File: config.mk
export PLATFORM = sky130hd
export DESIGN_NAME = sev_seg_scanner
export DESIGN_NICKNAME = d
export VERILOG_FILES = /design/src/rtl/sev_seg_pkg.sv /design/src/rtl/seg_hex_decode.sv /design/src/rtl/sev_seg_scanner.sv
export SDC_FILE = /design/constraint.sdc
export NUM_CORES = 1
export LEC_CHECK = 0
export CORE_UTILIZATION = 40
export CTS_BUF_LIST = sky130_fd_sc_hd__clkbuf_8
export CTS_CLUSTER_SIZE = 30
export DETAILED_ROUTE_END_ITERATION = 6
export MAX_ROUTING_LAYER = met4
export PLACE_DENSITY = 0.59
export SYNTH_ARGS = -nofsm -noshare
export SYNTH_HDL_FRONTEND = slang
export SYNTH_SLANG_ARGS = --single-unit
File: constraint.sdc
create_clock -name clk -period 3.7 [get_ports clk]
set_input_delay 0.74 -clock clk [delete_from_list [all_inputs] [get_ports clk]]
set_output_delay 0.74 -clock clk [all_outputs]
set_load 0.005 [all_outputs]
File: src/rtl/sev_seg_pkg.sv
// Shared types and constants for the seven-segment scan controller.
package sev_seg_pkg;

    typedef enum logic {
        ST_BLANK = 1'b0,
        ST_SHOW  = 1'b1
    } state_t;

    localparam logic [7:0] SEG_OFF = 8'hFF;
    localparam logic [3:0] AN_OFF  = 4'b1111;

    // Active-low {g,f,e,d,c,b,a} patterns, entry n is hex digit n
    localparam logic [15:0][6:0] HEX_SEG = {
        7'h0E, 7'h06, 7'h21, 7'h27,   // F E d C
        7'h03, 7'h08, 7'h10, 7'h00,   // b A 9 8
        7'h78, 7'h02, 7'h12, 7'h19,   // 7 6 5 4
        7'h30, 7'h24, 7'h79, 7'h40    // 3 2 1 0
    };

endpackage

File: src/rtl/seg_hex_decode.sv
// Combinational hex nibble to active-low seven-segment pattern.
module seg_hex_decode
    import sev_seg_pkg::*;
(
    input  logic [3:0] nibble,
    output logic [6:0] seg_c
);

    // Table lookup of the board-standard glyphs
    always_comb begin
        seg_c = HEX_SEG[nibble];
    end

endmodule

File: src/rtl/sev_seg_scanner.sv
// Four-digit common-anode seven-segment scan controller with blanking gaps
// and frame-aligned double-buffered updates.
// Optional: define SEV_SEG_LEAD_ZERO_BLANK_EN to suppress leading zeros.
module sev_seg_scanner
    import sev_seg_pkg::*;
#(
    parameter int unsigned REFRESH_DIV = 100000,
    parameter int unsigned BLANK_CYC   = 1000
) (
    input  logic        clk,
    input  logic        rst,
    input  logic        load,
    input  logic [15:0] digits_in,
    input  logic [3:0]  dp_in,
    input  logic [3:0]  en_in,
    output logic [7:0]  seg_cat,
    output logic [3:0]  seg_an,
    output logic        update_ack,
    output logic        frame_done
);

    localparam int unsigned CNT_W = (REFRESH_DIV > 1) ? $clog2(REFRESH_DIV) : 1;
    localparam logic [CNT_W-1:0] BLANK_LAST = CNT_W'(BLANK_CYC - 1);
    localparam logic [CNT_W-1:0] SLOT_LAST  = CNT_W'(REFRESH_DIV - 1);

    state_t           state;
    logic [1:0]       idx;
    logic [CNT_W-1:0] cnt;

    logic [15:0] act_digits;
    logic [3:0]  act_dp;
    logic [3:0]  act_en;
    logic [15:0] pend_digits;
    logic [3:0]  pend_dp;
    logic [3:0]  pend_en;
    logic        pend_flag;

    logic             last_c;
    logic             boundary_c;
    state_t           state_n_c;
    logic [1:0]       idx_n_c;
    logic [CNT_W-1:0] cnt_n_c;
    logic [15:0]      act_digits_n_c;
    logic [3:0]       act_dp_n_c;
    logic [3:0]       act_en_n_c;
    logic [3:0]       nibble_c;
    logic [6:0]       seg7_c;
    logic             lit_c;

    // Slot sequencing lookahead: where the scan will be after this edge
    always_comb begin
        state_n_c = state;
        idx_n_c   = idx;
        cnt_n_c   = cnt + CNT_W'(1);
        last_c    = (state == ST_BLANK) ? (cnt == BLANK_LAST) : (cnt == SLOT_LAST);
        if (last_c) begin
            if (state == ST_BLANK) begin
                state_n_c = ST_SHOW;
            end else begin
                state_n_c = ST_BLANK;
                idx_n_c   = idx + 2'd1;
                cnt_n_c   = '0;
            end
        end
        boundary_c = (state == ST_SHOW) && (idx == 2'd3) && last_c;
    end

    // Active data after this edge: load bypasses pending at the boundary
    always_comb begin
        act_digits_n_c = act_digits;
        act_dp_n_c     = act_dp;
        act_en_n_c     = act_en;
        if (boundary_c && load) begin
            act_digits_n_c = digits_in;
            act_dp_n_c     = dp_in;
            act_en_n_c     = en_in;
        end else if (boundary_c && pend_flag) begin
            act_digits_n_c = pend_digits;
            act_dp_n_c     = pend_dp;
            act_en_n_c     = pend_en;
        end
        nibble_c = act_digits_n_c[4*idx_n_c +: 4];
    end

    seg_hex_decode u_dec (
        .nibble (nibble_c),
        .seg_c  (seg7_c)
    );

`ifdef SEV_SEG_LEAD_ZERO_BLANK_EN
    logic [3:0] lead_zero_c;

    // Digit lit when enabled and not a leading zero; digit 0 always eligible
    always_comb begin
        lead_zero_c[3] = (act_digits_n_c[15:12] == 4'h0);
        lead_zero_c[2] = lead_zero_c[3] && (act_digits_n_c[11:8] == 4'h0);
        lead_zero_c[1] = lead_zero_c[2] && (act_digits_n_c[7:4] == 4'h0);
        lead_zero_c[0] = 1'b0;
        lit_c = act_en_n_c[idx_n_c] && !lead_zero_c[idx_n_c];
    end
`else
    // Digit lit when enabled
    always_comb begin
        lit_c = act_en_n_c[idx_n_c];
    end
`endif

    // Scan FSM with outputs registered from the lookahead so anode and cathode move together
    always_ff @(posedge clk or posedge rst) begin
        if (rst) begin
            state      <= ST_BLANK;
            idx        <= 2'd0;
            cnt        <= '0;
            seg_an     <= AN_OFF;
            seg_cat    <= SEG_OFF;
            update_ack <= 1'b0;
            frame_done <= 1'b0;
        end else begin
            state      <= state_n_c;
            idx        <= idx_n_c;
            cnt        <= cnt_n_c;
            update_ack <= boundary_c && (pend_flag || load);
            frame_done <= (state_n_c == ST_SHOW) && (idx_n_c == 2'd3) && (cnt_n_c == SLOT_LAST);
            if ((state_n_c == ST_SHOW) && lit_c) begin
                seg_an  <= ~(4'b0001 << idx_n_c);
                seg_cat <= {~act_dp_n_c[idx_n_c], seg7_c};
            end else begin
                seg_an  <= AN_OFF;
                seg_cat <= SEG_OFF;
            end
        end
    end

    // Active and pending display buffers
    always_ff @(posedge clk or posedge rst) begin
        if (rst) begin
            act_digits  <= '0;
            act_dp      <= '0;
            act_en      <= '0;
            pend_digits <= '0;
            pend_dp     <= '0;
            pend_en     <= '0;
            pend_flag   <= 1'b0;
        end else begin
            act_digits <= act_digits_n_c;
            act_dp     <= act_dp_n_c;
            act_en     <= act_en_n_c;
            if (load && !boundary_c) begin
                pend_digits <= digits_in;
                pend_dp     <= dp_in;
                pend_en     <= en_in;
                pend_flag   <= 1'b1;
            end else if (boundary_c) begin
                pend_flag   <= 1'b0;
            end
        end
    end

endmodule
==> impl_metrics.csv <==
group,metric,value,unit
timing,finalCriticalPeriod,3.50,ns
synthesis,synth_seq_area_share,51.4,%
die,dieHeight,103,µm
route,drcViolationCount,0,
cells_and_area,final_common_cell,"dfrtp_1",
power,power.leakage,2.11,nW
synthesis,synth_edf_count,0,
place,dp_cells,549,
synthesis,netlist.area_leader.share,43.6,%
die,placementRows,36,
clocking,htree_levels,3,
timing,worst_slew_pin_slew,0.781,ns
timing,max_freq,0.286,GHz
worst_setup_path,max_stage_delay,0.55,ns
timing,finalHoldViolations,0,
clocking,cts_root_buffer,"clkbuf_8",
worst_setup_path,crit_required,3.93,ns
timing,maxSlewHeadroom,47.9,%
die,io_pins,41,
synthesis,synth_nets,406,
clocking,worstSkewPairLatency,0.35,ns
cells_and_area,diodes,0,
route,dr.pass1.iters,4,
place,postPlaceCellArea,0.00471,mm²
place,finalWeightedCongestion,0.846,
power,ir_worst_vdd,0.156,mV
synthesis,yosys.area.top_type,"dfrtp_1",
clocking,cts_tree,"done",
worst_hold_path,worstHoldPathType,"flip-flop to flip-flop",
global_route,grt_max_degree,40,
route,routed.top_layer,"met4",
cells_and_area,layout_common_cells,"dfrtp_1 (70), clkdlybuf4s50_1 (40), nor2_1 (36)",
worst_setup_path,crit_top_cell,"buf_4",
synthesis,synth_ff_type,"dfrtp_1",
timing,finalMaxSlewViolations,0,
timing,rsz0062_at_grt,"false",
power,power.density,347,mW/mm²
route,drt-total-wl,9.25,mm
route,wl_per_cell,16.3,µm
place,numPortBuffers,40,
route,ant_nets,0,
global_route,grt_overflow,0,
worst_setup_path,cp_top_family,"simple AND/OR/NAND/NOR gates",
die,core_area,0.00982,mm²
clocking,cts_buffer_depth,2,
route,route.met3.wl,259,µm
clocking,clock-sinks,83,
timing,finalSetupViolations,0,
flow_run,cap_violations,0,
route,met2WireLength,4.27,mm
synthesis,synth_area_leaders,"dfrtp_1 (44%), dfstp_2 (7.7%), mux2_2 (6.9%), nor2_1 (3.3%), o22ai_1 (2.8%)",
worst_setup_path,path_max_fanout,10,
place,dpl.hpwl,6.63,mm
route,routed_via_density,5.34,
worst_setup_path,crit_type,"flip-flop to flip-flop",
cells_and_area,drive_above_1_share,23.5,%
power,p_total,0.00171,W
synthesis,syn_area,0.00407,mm²
timing,min_period_over_period,94.5,%
synthesis,ys_seq_elements,83,
run_status,status,"completed",
cells_and_area,fill_cells,917,
global_route,grt_pass1_wl,15.5,mm
synthesis,synth_cells,371,
synthesis,syn_avg_cell_area,11.0,µm²
global_route,grt_pass1_vias,3094,
clocking,numCtsBuffers,9,
clocking,clkTransAtPathRegs,0.08,ns
timing,setup_tns,0,ns
route,drtIter0Drc,109,
worst_setup_path,critPathCaptureType,"flip-flop",
cells_and_area,fin_nets,464,
synthesis,yosys_warnings,0,
worst_setup_path,cp-start-kind,"flip-flop",
worst_setup_path,crit_buf_inv,4,
worst_setup_path,crit_arrival,3.72,ns
die,initial_core_util,41.5,%
die,die_area,0.0106,mm²
synthesis,async_reset_ff_share,100,%
route,wl_met1,4.60,mm
global_route,groute.usage.overall,20.1,%
global_route,antenna_found_initial,0,
die,die_w,103,µm
synthesis,ys_types,58,
route,num_vias,3029,
timing,fin_skew,0.0133,ns
cells_and_area,final_core_util,50.2,%
worst_setup_path,path_cells,"or4b_1 -> nor4_4 -> buf_4 -> and2_1 -> xnor2_2 -> inv_2 -> buf_4 -> nor2_1 -> buf_4 -> a22oi_1 -> a31oi_2 -> o2111ai_1",
cells_and_area,design_area,0.00492,mm²
cells_and_area,instances_no_fill,567,
worst_setup_path,crit_slowest_cell,"or4b_1",
cells_and_area,syn_to_final_growth,21.0,%
[final cells by class]
class / count / area, µm² / share of cell area [%]
well taps: 133 / 166 / 3.38
flip-flops and latches: 83 / 2090 / 42.5
inverters: 12 / 48.8 / 0.991
repair buffers: 66 / 596 / 12.1
multi-input cells: 257 / 1830 / 37.1
clock inverters: 6 / 57.6 / 1.17
clock buffers: 10 / 138 / 2.79
[final timing paths]
check | start | to | slack [ns] | cells past startpoint
worst min register to register | pend_digits[8]$_DFFE_PP0P_ | pend_digits[8]$_DFFE_PP0P_ | 0.51 | 1
worst min-delay path | pend_digits[8]$_DFFE_PP0P_ | pend_digits[8]$_DFFE_PP0P_ | 0.51 | 1
worst max register to register | cnt[8]$_DFF_PP0_ | seg_cat[1]$_DFF_PP1_ | 0.20 | 12
worst max-delay path | cnt[8]$_DFF_PP0_ | seg_cat[1]$_DFF_PP1_ | 0.20 | 12
max in group asynchronous | rst | seg_an[0]$_DFF_PP1_ | 2.18 | 3
min in group asynchronous | rst | pend_digits[1]$_DFFE_PP0P_ | 0.80 | 2
[per-stage QoR]
stage               hold slack, ns  worst slack, ns
floorplan                    0.466            0.253
global placement             0.486            0.183
detailed placement           0.490           0.0644
CTS                          0.508           0.0290
global route                 0.523          0.00476
finish                       0.507            0.205
[registers in the layout (all words and copies together), names as in the netlist]
| signal | cells |
|---|---|
| pend_dp | 4 |
| cnt | 17 |
| seg_cat | 8 |
| pend_flag | 1 |
| seg_an | 4 |
| act_digits | 16 |
| pend_en | 4 |
| update_ack | 1 |
| act_en | 4 |
| idx | 2 |
| pend_digits | 16 |
| state | 1 |
| frame_done | 1 |
| act_dp | 4 |
[cells in the mapped netlist (8+ instances only)]
library cell	count
a21oi_1	14
a22oi_1	10
a32oi_1	9
dfrtp_1	71
dfstp_2	12
ha_1	8
inv_1	10
mux2_2	25
nand2_1	29
nand3_1	22
nor2_1	36
o22ai_1	18
xnor2_1	8
[logic make-up (layout without fill, tap and decap cells)]
logic type | Yosys count | count (layout) | share of synthesized area (%)
AND/OR/NAND/NOR | 123 | 123 | 15.5
flip-flops | 83 | 83 | 51.4
AO/OA/AOI/OAI | 77 | 77 | 13.1
multiplexers | 33 | 33 | 10.0
buffers and inverters | 31 | 94 | 3.96
XOR/XNOR | 16 | 16 | 3.63
adder cells (fa/ha/maj) | 8 | 8 | 2.46
[layer usage]
layer  up-vias  track usage (%)
li1       1470                -
met1      1490             28.0
met2        59             29.6
met3        10             3.12
met4         0             7.80
met5         -                -
[where the power goes]
group	internal, W	switching [W]
Combinational	0.0000586	0.0000499
Sequential	0.000934	0.0000128
Clock	0.000326	0.000328
Total	0.00132	0.000391
[timing repair]
item                       CTS  global route
resized for setup            0             5
hold buffers                 0             0
buffers inserted             0             2
setup endpoints to repair    0             6
Power figures use the tool's default switching activity.
